$ cat src/rtl/addsub_arbiter.sv
// addsub_arbiter: round-robin arbiter sharing one combinational adder_subtractor
// among N requesters.
//   CLK, RST            clock, synchronous active-high reset
//   REQ/ACK             per-requester request, one-cycle one-hot grant acknowledge
//   A_IN/B_IN/SUB_IN/U_IN  packed per-requester operands, requester k at [k*W +: W]
//   A/B/SUB/U           registered operands to the shared unit
//   S/V                 result from the shared unit
//   RES_VALID/RES_READY result handshake; RES_ID/RES_S/RES_V result payload
//   OVF_CNT             overflow statistics, present only with ADDSUB_ARB_STATS_EN
module addsub_arbiter #(
    parameter int unsigned N = 4,
    parameter int unsigned W = 4
) (
    input  logic                 CLK,
    input  logic                 RST,
    input  logic [N-1:0]         REQ,
    input  logic [N*W-1:0]       A_IN,
    input  logic [N*W-1:0]       B_IN,
    input  logic [N-1:0]         SUB_IN,
    input  logic [N-1:0]         U_IN,
    output logic [N-1:0]         ACK,
    output logic [W-1:0]         A,
    output logic [W-1:0]         B,
    output logic                 SUB,
    output logic                 U,
    input  logic [W-1:0]         S,
    input  logic                 V,
    output logic                 RES_VALID,
    input  logic                 RES_READY,
    output logic [$clog2(N)-1:0] RES_ID,
    output logic [W-1:0]         RES_S,
    output logic                 RES_V
`ifdef ADDSUB_ARB_STATS_EN
    ,
    output logic [7:0]           OVF_CNT
`endif
);

    localparam int unsigned IDW = $clog2(N);

    typedef enum logic [1:0] {IDLE, EXEC, HOLD} state_t;

    state_t         state, state_n;
    logic [IDW-1:0] ptr, ptr_n;
    logic [IDW-1:0] owner, owner_n;
    logic [IDW-1:0] gnt;
    logic           gnt_vld;
    logic [IDW:0]   sum;
    logic [IDW:0]   gnt_inc;
    logic [N-1:0]   ack_n;
    logic [W-1:0]   a_n, b_n, s_n;
    logic           sub_n, u_n, valid_n, v_n;
    logic [IDW-1:0] id_n;

    // Rotating-priority search: first set REQ bit starting at ptr, wrapping mod N.
    always_comb begin
        gnt     = '0;
        gnt_vld = 1'b0;
        sum     = '0;
        for (int unsigned i = 0; i < N; i++) begin
            sum = {1'b0, ptr} + (IDW+1)'(i);
            if (sum >= (IDW+1)'(N)) begin
                sum = sum - (IDW+1)'(N);
            end
            if (!gnt_vld && REQ[sum[IDW-1:0]]) begin
                gnt     = sum[IDW-1:0];
                gnt_vld = 1'b1;
            end
        end
    end

    // Next-state and next-output logic.
    always_comb begin
        state_n = state;
        ptr_n   = ptr;
        owner_n = owner;
        ack_n   = '0;
        a_n     = A;
        b_n     = B;
        sub_n   = SUB;
        u_n     = U;
        valid_n = RES_VALID;
        id_n    = RES_ID;
        s_n     = RES_S;
        v_n     = RES_V;
        gnt_inc = {1'b0, gnt} + (IDW+1)'(1);
        case (state)
            IDLE: begin
                if (gnt_vld) begin
                    a_n         = A_IN[32'(gnt)*W +: W];
                    b_n         = B_IN[32'(gnt)*W +: W];
                    sub_n       = SUB_IN[gnt];
                    u_n         = U_IN[gnt];
                    ack_n[gnt]  = 1'b1;
                    owner_n     = gnt;
                    ptr_n       = (gnt_inc == (IDW+1)'(N)) ? '0 : gnt_inc[IDW-1:0];
                    state_n     = EXEC;
                end
            end
            EXEC: begin
                // Shared unit has had a full cycle on the registered operands.
                s_n     = S;
                v_n     = V;
                id_n    = owner;
                valid_n = 1'b1;
                state_n = HOLD;
            end
            HOLD: begin
                if (RES_READY) begin
                    valid_n = 1'b0;
                    state_n = IDLE;
                end
            end
            default: state_n = IDLE;
        endcase
    end

    // State and output registers.
    always_ff @(posedge CLK) begin
        if (RST) begin
            state     <= IDLE;
            ptr       <= '0;
            owner     <= '0;
            ACK       <= '0;
            A         <= '0;
            B         <= '0;
            SUB       <= 1'b0;
            U         <= 1'b0;
            RES_VALID <= 1'b0;
            RES_ID    <= '0;
            RES_S     <= '0;
            RES_V     <= 1'b0;
        end else begin
            state     <= state_n;
            ptr       <= ptr_n;
            owner     <= owner_n;
            ACK       <= ack_n;
            A         <= a_n;
            B         <= b_n;
            SUB       <= sub_n;
            U         <= u_n;
            RES_VALID <= valid_n;
            RES_ID    <= id_n;
            RES_S     <= s_n;
            RES_V     <= v_n;
        end
    end

`ifdef ADDSUB_ARB_STATS_EN
    // Saturating count of accepted results that flagged carry/borrow/overflow.
    always_ff @(posedge CLK) begin
        if (RST) begin
            OVF_CNT <= '0;
        end else if (RES_VALID && RES_READY && RES_V && (OVF_CNT != 8'hFF)) begin
            OVF_CNT <= OVF_CNT + 8'd1;
        end
    end
`endif

endmodule

$ cat config.mk
export PLATFORM = sky130hd
export DESIGN_NAME = addsub_arbiter
export DESIGN_NICKNAME = d
export VERILOG_FILES = /design/src/rtl/addsub_arbiter.sv
export SDC_FILE = /design/constraint.sdc
export NUM_CORES = 1
export LEC_CHECK = 0
export CORE_ASPECT_RATIO = 0.5
export CORE_MARGIN = 1
export CORE_UTILIZATION = 40
export CTS_CLUSTER_SIZE = 28
export DETAILED_ROUTE_END_ITERATION = 12
export MAX_ROUTING_LAYER = met4
export PLACE_DENSITY = 0.83
export REMOVE_ABC_BUFFERS = 1
export SYNTH_ARGS = -nofsm -noshare
export SYNTH_HDL_FRONTEND = slang
export SYNTH_SLANG_ARGS = --single-unit
$ cat constraint.sdc
create_clock -name CLK -period 2.4 [get_ports CLK]
set_input_delay 0.24 -clock CLK [delete_from_list [all_inputs] [get_ports CLK]]
set_output_delay 0.24 -clock CLK [all_outputs]
set_load 0.1 [all_outputs]
Yosys cells after proc, flatten, opt, wreduce, memory -nomap -nowiden
Cells that the tools add are included.
{ "totals": {"reg_bits": 28, "inputBits": 52, "output_inout_bits": 22, "elab_cells": 84} }
{ "op_classes": {"add_sub_neg": 8, "magnitude_cmp": 10, "n_eq_ne": 5, "shifts": 2, "muxes": 32, "bitwise": 2, "reduce_logical": 13} }
{ "ops": {"columns": ["cell", "count"], "rows": [
  ["16-bit by 5-bit variable part select with 4-bit output", 2],
  ["2-bit 2-to-1 mux", 11],
  ["2-bit by 3-bit less-than comparator with 1-bit output, second input constant", 5],
  ["1-bit binary-select mux with 2-bit select", 6],
  ["1-bit 2-to-1 mux", 12],
  ["3-bit >= comparator, second input constant", 3],
  ["2-bit by 1-bit subtractor with 2-bit output, second input constant", 4],
  ["2-bit by 1-bit adder with 3-bit output, second input constant", 2],
  ["2-bit by 2-bit adder with 3-bit output, second input constant", 2],
  ["2-bit one-hot mux with 3 select lines", 1],
  ["2-bit AND reduction", 3],
  ["1-bit logical AND", 4],
  ["2-bit != test, second input constant", 2],
  ["3-bit equality test, second input constant", 1],
  ["2-bit by 3-bit >= comparator with 1-bit output, second input constant", 1],
  ["1-bit zero test", 3],
  ["3-bit OR reduction", 1],
  ["1-bit demux with 2-bit select", 1],
  ["2-bit by 1-bit equality test with 1-bit output, second input constant", 1],
  ["2-bit equality test, second input constant", 1],
  ["2-bit by 1-bit >= comparator with 1-bit output, second input constant", 1],
  ["2-bit zero test", 1],
  ["1-bit NOT", 2],
  ["1-bit one-hot mux with 2 select lines", 1],
  ["2-bit nonzero test", 1]
]} }

Logic depth before layout (Yosys ltp)
{ "logic_depth": {"word_depth": 18, "depth_mapped": 9, "depth_no_buf": 6} }

Least setup slack after synthesis
No wires, ideal clock.
{ "synth_path": {"kind": "flip-flop to flip-flop", "start": "register ptr[1]", "end": "register ptr[1]", "setup_ns": 0.132, "arrival_time_ns": 1.558, "required_time_ns": 2.268, "slack_ns": 0.710, "path_stages_with_launch": 10, "period_less_slack_ns": 1.690, "cell_sequence": "dfxtp_1 -> buf_4 -> a21oi_1 -> o21a_1 -> o22a_1 -> buf_4 -> buf_4 -> ha_1 -> nand3_1 -> a21oi_1"} }
{ "synth_between": {"elab_chain_len": 17, "elab_cells_between_ends": 41} }
{ "synth_rtl": {"columns": ["item", "line_no", "source"], "rows": [
  ["from (decl)", "44", "logic [IDW-1:0] ptr, ptr_n;"],
  ["from (signal assigned)", "135", "ptr <= ptr_n;"],
  ["parallel branches: the longest is 13 deep, another holds 2-bit by 1-bit adder with 3-bit output", null, null],
  ["2-bit 2-to-1 mux (*)", "65", "if (!gnt_vld && REQ[sum[IDW-1:0]]) begin"],
  ["via gnt[1]", "46", "logic [IDW-1:0] gnt;"],
  ["2-bit by 1-bit adder with 3-bit output (*)", "86", "gnt_inc = {1'b0, gnt} + (IDW+1)'(1);"],
  ["3-bit equality test", "96", "ptr_n = (gnt_inc == (IDW+1)'(N)) ? '0 : gnt_inc[IDW-1:0];"],
  ["2-bit 2-to-1 mux (*)", "96", null]
]} }
Mark *: on every way through the listed nets, which the timed path passes. The select of a mux whose other input is x is not followed.
A chain may end at the register's enable or synchronous reset.

Final worst setup path
{ "layout_path": {"start": "input port REQ[1]", "end": "register B[1]"} }
{ "layout_between": {"elab_chain_len": 13, "elab_cells_between_ends": 24} }
{ "layout_rtl": {"columns": ["item", "line_no", "source"], "rows": [
  ["from (decl)", "16", "input logic [N-1:0] REQ,"],
  ["1-bit binary-select mux with 2-bit select", "65", null],
  ["1-bit 2-to-1 mux (not written as such)", "65", null],
  ["1-bit 2-to-1 mux", "65", null],
  ["1-bit zero test", "65", null],
  ["1-bit logical AND", "65", null],
  ["1-bit 2-to-1 mux", "65", null],
  ["1-bit zero test", "65", null],
  ["1-bit logical AND", "65", null],
  ["1-bit 2-to-1 mux", "65", null],
  ["1-bit zero test", "65", null],
  ["1-bit logical AND", "65", null],
  ["2-bit 2-to-1 mux or 1-bit 2-to-1 mux (tied branches)", "65", null],
  ["16-bit by 5-bit variable part select with 4-bit output or 2-bit AND reduction (tied branches)", null, null],
  ["to (signal assigned)", "139", "B <= b_n;"],
  ["to (decl)", "23", "output logic [W-1:0] B,"]
]} }
Parallel ways exist; a longest one is shown, timed or not. The select of a mux whose other input is x is not followed.

==> impl_metrics.json <==
{
  "insertion_delay_ps": 270,
  "post-dp-hpwl_um": 2970,
  "yosysSeqAreaShare_pct": 38.3,
  "cts_hold_buf": 0,
  "cts_root_buf": "clkbuf_8",
  "cts_tree": "built",
  "clk_path_buf_depth": 2,
  "grtUsageTotal_pct": 20.0,
  "regArea_um2": 561,
  "antenna_found_initial": 0,
  "fmax_ghz": 0.529,
  "synth_seq_cells": 28,
  "hold_viol_final": 0,
  "initial_core_util_pct": 42.2,
  "area_growth_syn_to_layout_pct": 54.6,
  "die_area_um2": 3920,
  "path_max_fanout": 7,
  "wire_per_inst_um": 14.2,
  "fin_crit_sh_pct": 78.8,
  "cts_setup_buffers": 0,
  "critPathLaunchType": "input pin",
  "drive_above_1_share_pct": 19.6,
  "layout.cells.non_filler": 275,
  "worst_slew_pin_slew_ps": 502,
  "final_common_cell": "clkdlybuf4s50_1",
  "arrival_ps": 2040,
  "clk_pin_slew_ps": 90,
  "diodes": 0,
  "skew_ps": 3.33,
  "syn_area_per_cell_um2": 9.64,
  "synth_top_flop_cell": "dfxtp_1",
  "worstPathCellList": "clkdlybuf4s50_1 -> a21boi_0 -> o22ai_1 -> nor2_2 -> inv_2 -> nand2_1 -> o221ai_1",
  "syn-instance-count": 152,
  "synth_edf_count": 0,
  "ant_nets": 0,
  "setup_viol": 0,
  "p_per_area_nw_per_um2": 755,
  "yosysUniqueCellTypes": 32,
  "routabilityCongestion": 0.841,
  "netlist_area_um2": 1470,
  "hold_path_class": "reg -> reg",
  "grt_pass1_vias": 1193,
  "endpoint_kind": "flop",
  "crit_slowest_cell": "clkdlybuf4s50_1",
  "slew_headroom_pct": 66.5,
  "fillers": 275,
  "cp_slowest_stage_delay_ps": 550,
  "layout_common_cells": "clkdlybuf4s50_1 (51), dfxtp_1 (28), buf_4 (25)",
  "fin_tns_setup_ps": 0,
  "yosysWarnings": 0,
  "maxSlewViolCount": 0,
  "post_cts_resized": 0,
  "die_h_um": 44.8,
  "rsz0062_at_grt": "false",
  "layout.nets": 281,
  "drcViolationCount": 0,
  "htreeDepth": 1,
  "viasPerCell": 5.04,
  "worst-path-buf-inv": 2,
  "core_area_um2": 3470,
  "ir_drop_uv": 306,
  "dpl.cell_count": 271,
  "drtIter0Drc": 75,
  "std_cell_rows": 15,
  "p_leak_nw": 0.926,
  "portBuffers": 73,
  "crit_required_ps": 2550,
  "min_period_ps": 1890,
  "routed_wl_um": 3900,
  "grt_pass1_wl_um": 5730,
  "drt_pass1_iterations": 4,
  "numCtsBuffers": 3,
  "drv_cap": 0,
  "cts_sinks": 28,
  "cp_top_family": "buffers and inverters",
  "vias": 1387,
  "ios": 74,
  "multi_input_area_um2": 840,
  "overflow": 0,
  "critPathKind": "in -> reg",
  "status": "finished clean",
  "grt_max_degree": 24,
  "die_w_um": 87.6,
  "synthArstFlopShare_pct": 0
}
[kinds of logic (layout without fill, tap and decap cells)]
kind of cell	Yosys count	in the layout	synth area share, %
AO/OA/AOI/OAI	38	38	21.9
adder cells (fa/ha/maj)	4	4	3.42
buffers and inverters	12	84	4.44
flip-flops	28	28	38.3
multiplexers	18	18	12.3
AND/OR/NAND/NOR	52	52	19.7
[worst paths after layout]
check / startpoint / endpoint / slack [ps] / cells after the start
min: owner[1] / RES_ID[1] / 460 / 2
max: REQ[1] / B[1] / 510 / 7
max reg2reg: ptr[1] / B[1] / 570 / 6
min reg2reg: owner[1] / RES_ID[1] / 460 / 2
[synth_stat cells (2+ instances only)]
cell type	n	area, um^2
o21ai_0	5	25.0
ha_1	4	50.1
buf_4	3	22.5
nand3b_1	11	82.6
dfxtp_1	28	561
o221ai_1	6	52.6
a21bo_4	4	65.1
clkbuf_1	4	15.0
mux2i_1	18	180
or3b_2	2	17.5
o22a_1	2	17.5
and2_1	4	25.0
nor2_1	3	11.3
inv_1	2	7.51
nand2_1	20	75.1
nand2b_1	2	12.5
a21oi_1	12	60.1
nand3_1	5	25.0
o211ai_2	4	50.1
[through the flow]
step / cell area, um^2 / hold slack, ps / worst slack, ps / util (%) / total power, mW
after floorplan: 1410 / 309 / 632 / - / 1.11
after global placement: 2190 / 442 / 297 / 63.2 / 1.34
after detailed placement: 2190 / 450 / 216 / 63.2 / 1.35
after CTS: 2260 / 462 / 507 / 65.2 / 1.72
after global routing: 2260 / 479 / 378 / 65.2 / 1.78
final: 2260 / 460 / 509 / 65.2 / 1.71
[per-layer routing]
layer  global-route usage [%]  share of wire, %  vias up
li1                         -                 -      693
met5                        -                 0        -
met4                     2.95              0.82        0
met1                     24.5                44      657
met2                     34.7                51       33
met3                     4.75               3.7        4
[sequential cells by signal, summed over array words and instances (netlist names)]
signal and cells:
B 4, state 2, RES_ID 2, A 4, RES_V 1, owner 2
ACK 4, SUB 1, ptr 2, U 1, RES_S 4, RES_VALID 1
[power breakdown]
part           total (mW)  internal (mW)  leakage [nW]  switching, mW
registers           0.564          0.525         0.230         0.0394
logic               0.779          0.256         0.660          0.523
clock network       0.368          0.223        0.0357          0.144
total                1.71           1.00         0.926          0.707
[layout make-up]
type / count / area share (%)
flip-flops and latches: 28 / 24.8
inverters: 3 / 0.497
multi-input cells: 112 / 37.1
clock buffers: 3 / 1.82
clock inverters: 1 / 1.33
well taps: 51 / 2.82
repair buffers: 77 / 31.7
[tightest hold or removal path: cells and delay by family (launching register included)]
kind | cells | cell delay, ps
flops | 1 | 320
compound gates | 1 | 50
simple gates | 1 | 50
No activity file was read; power rests on OpenSTA's default activity.
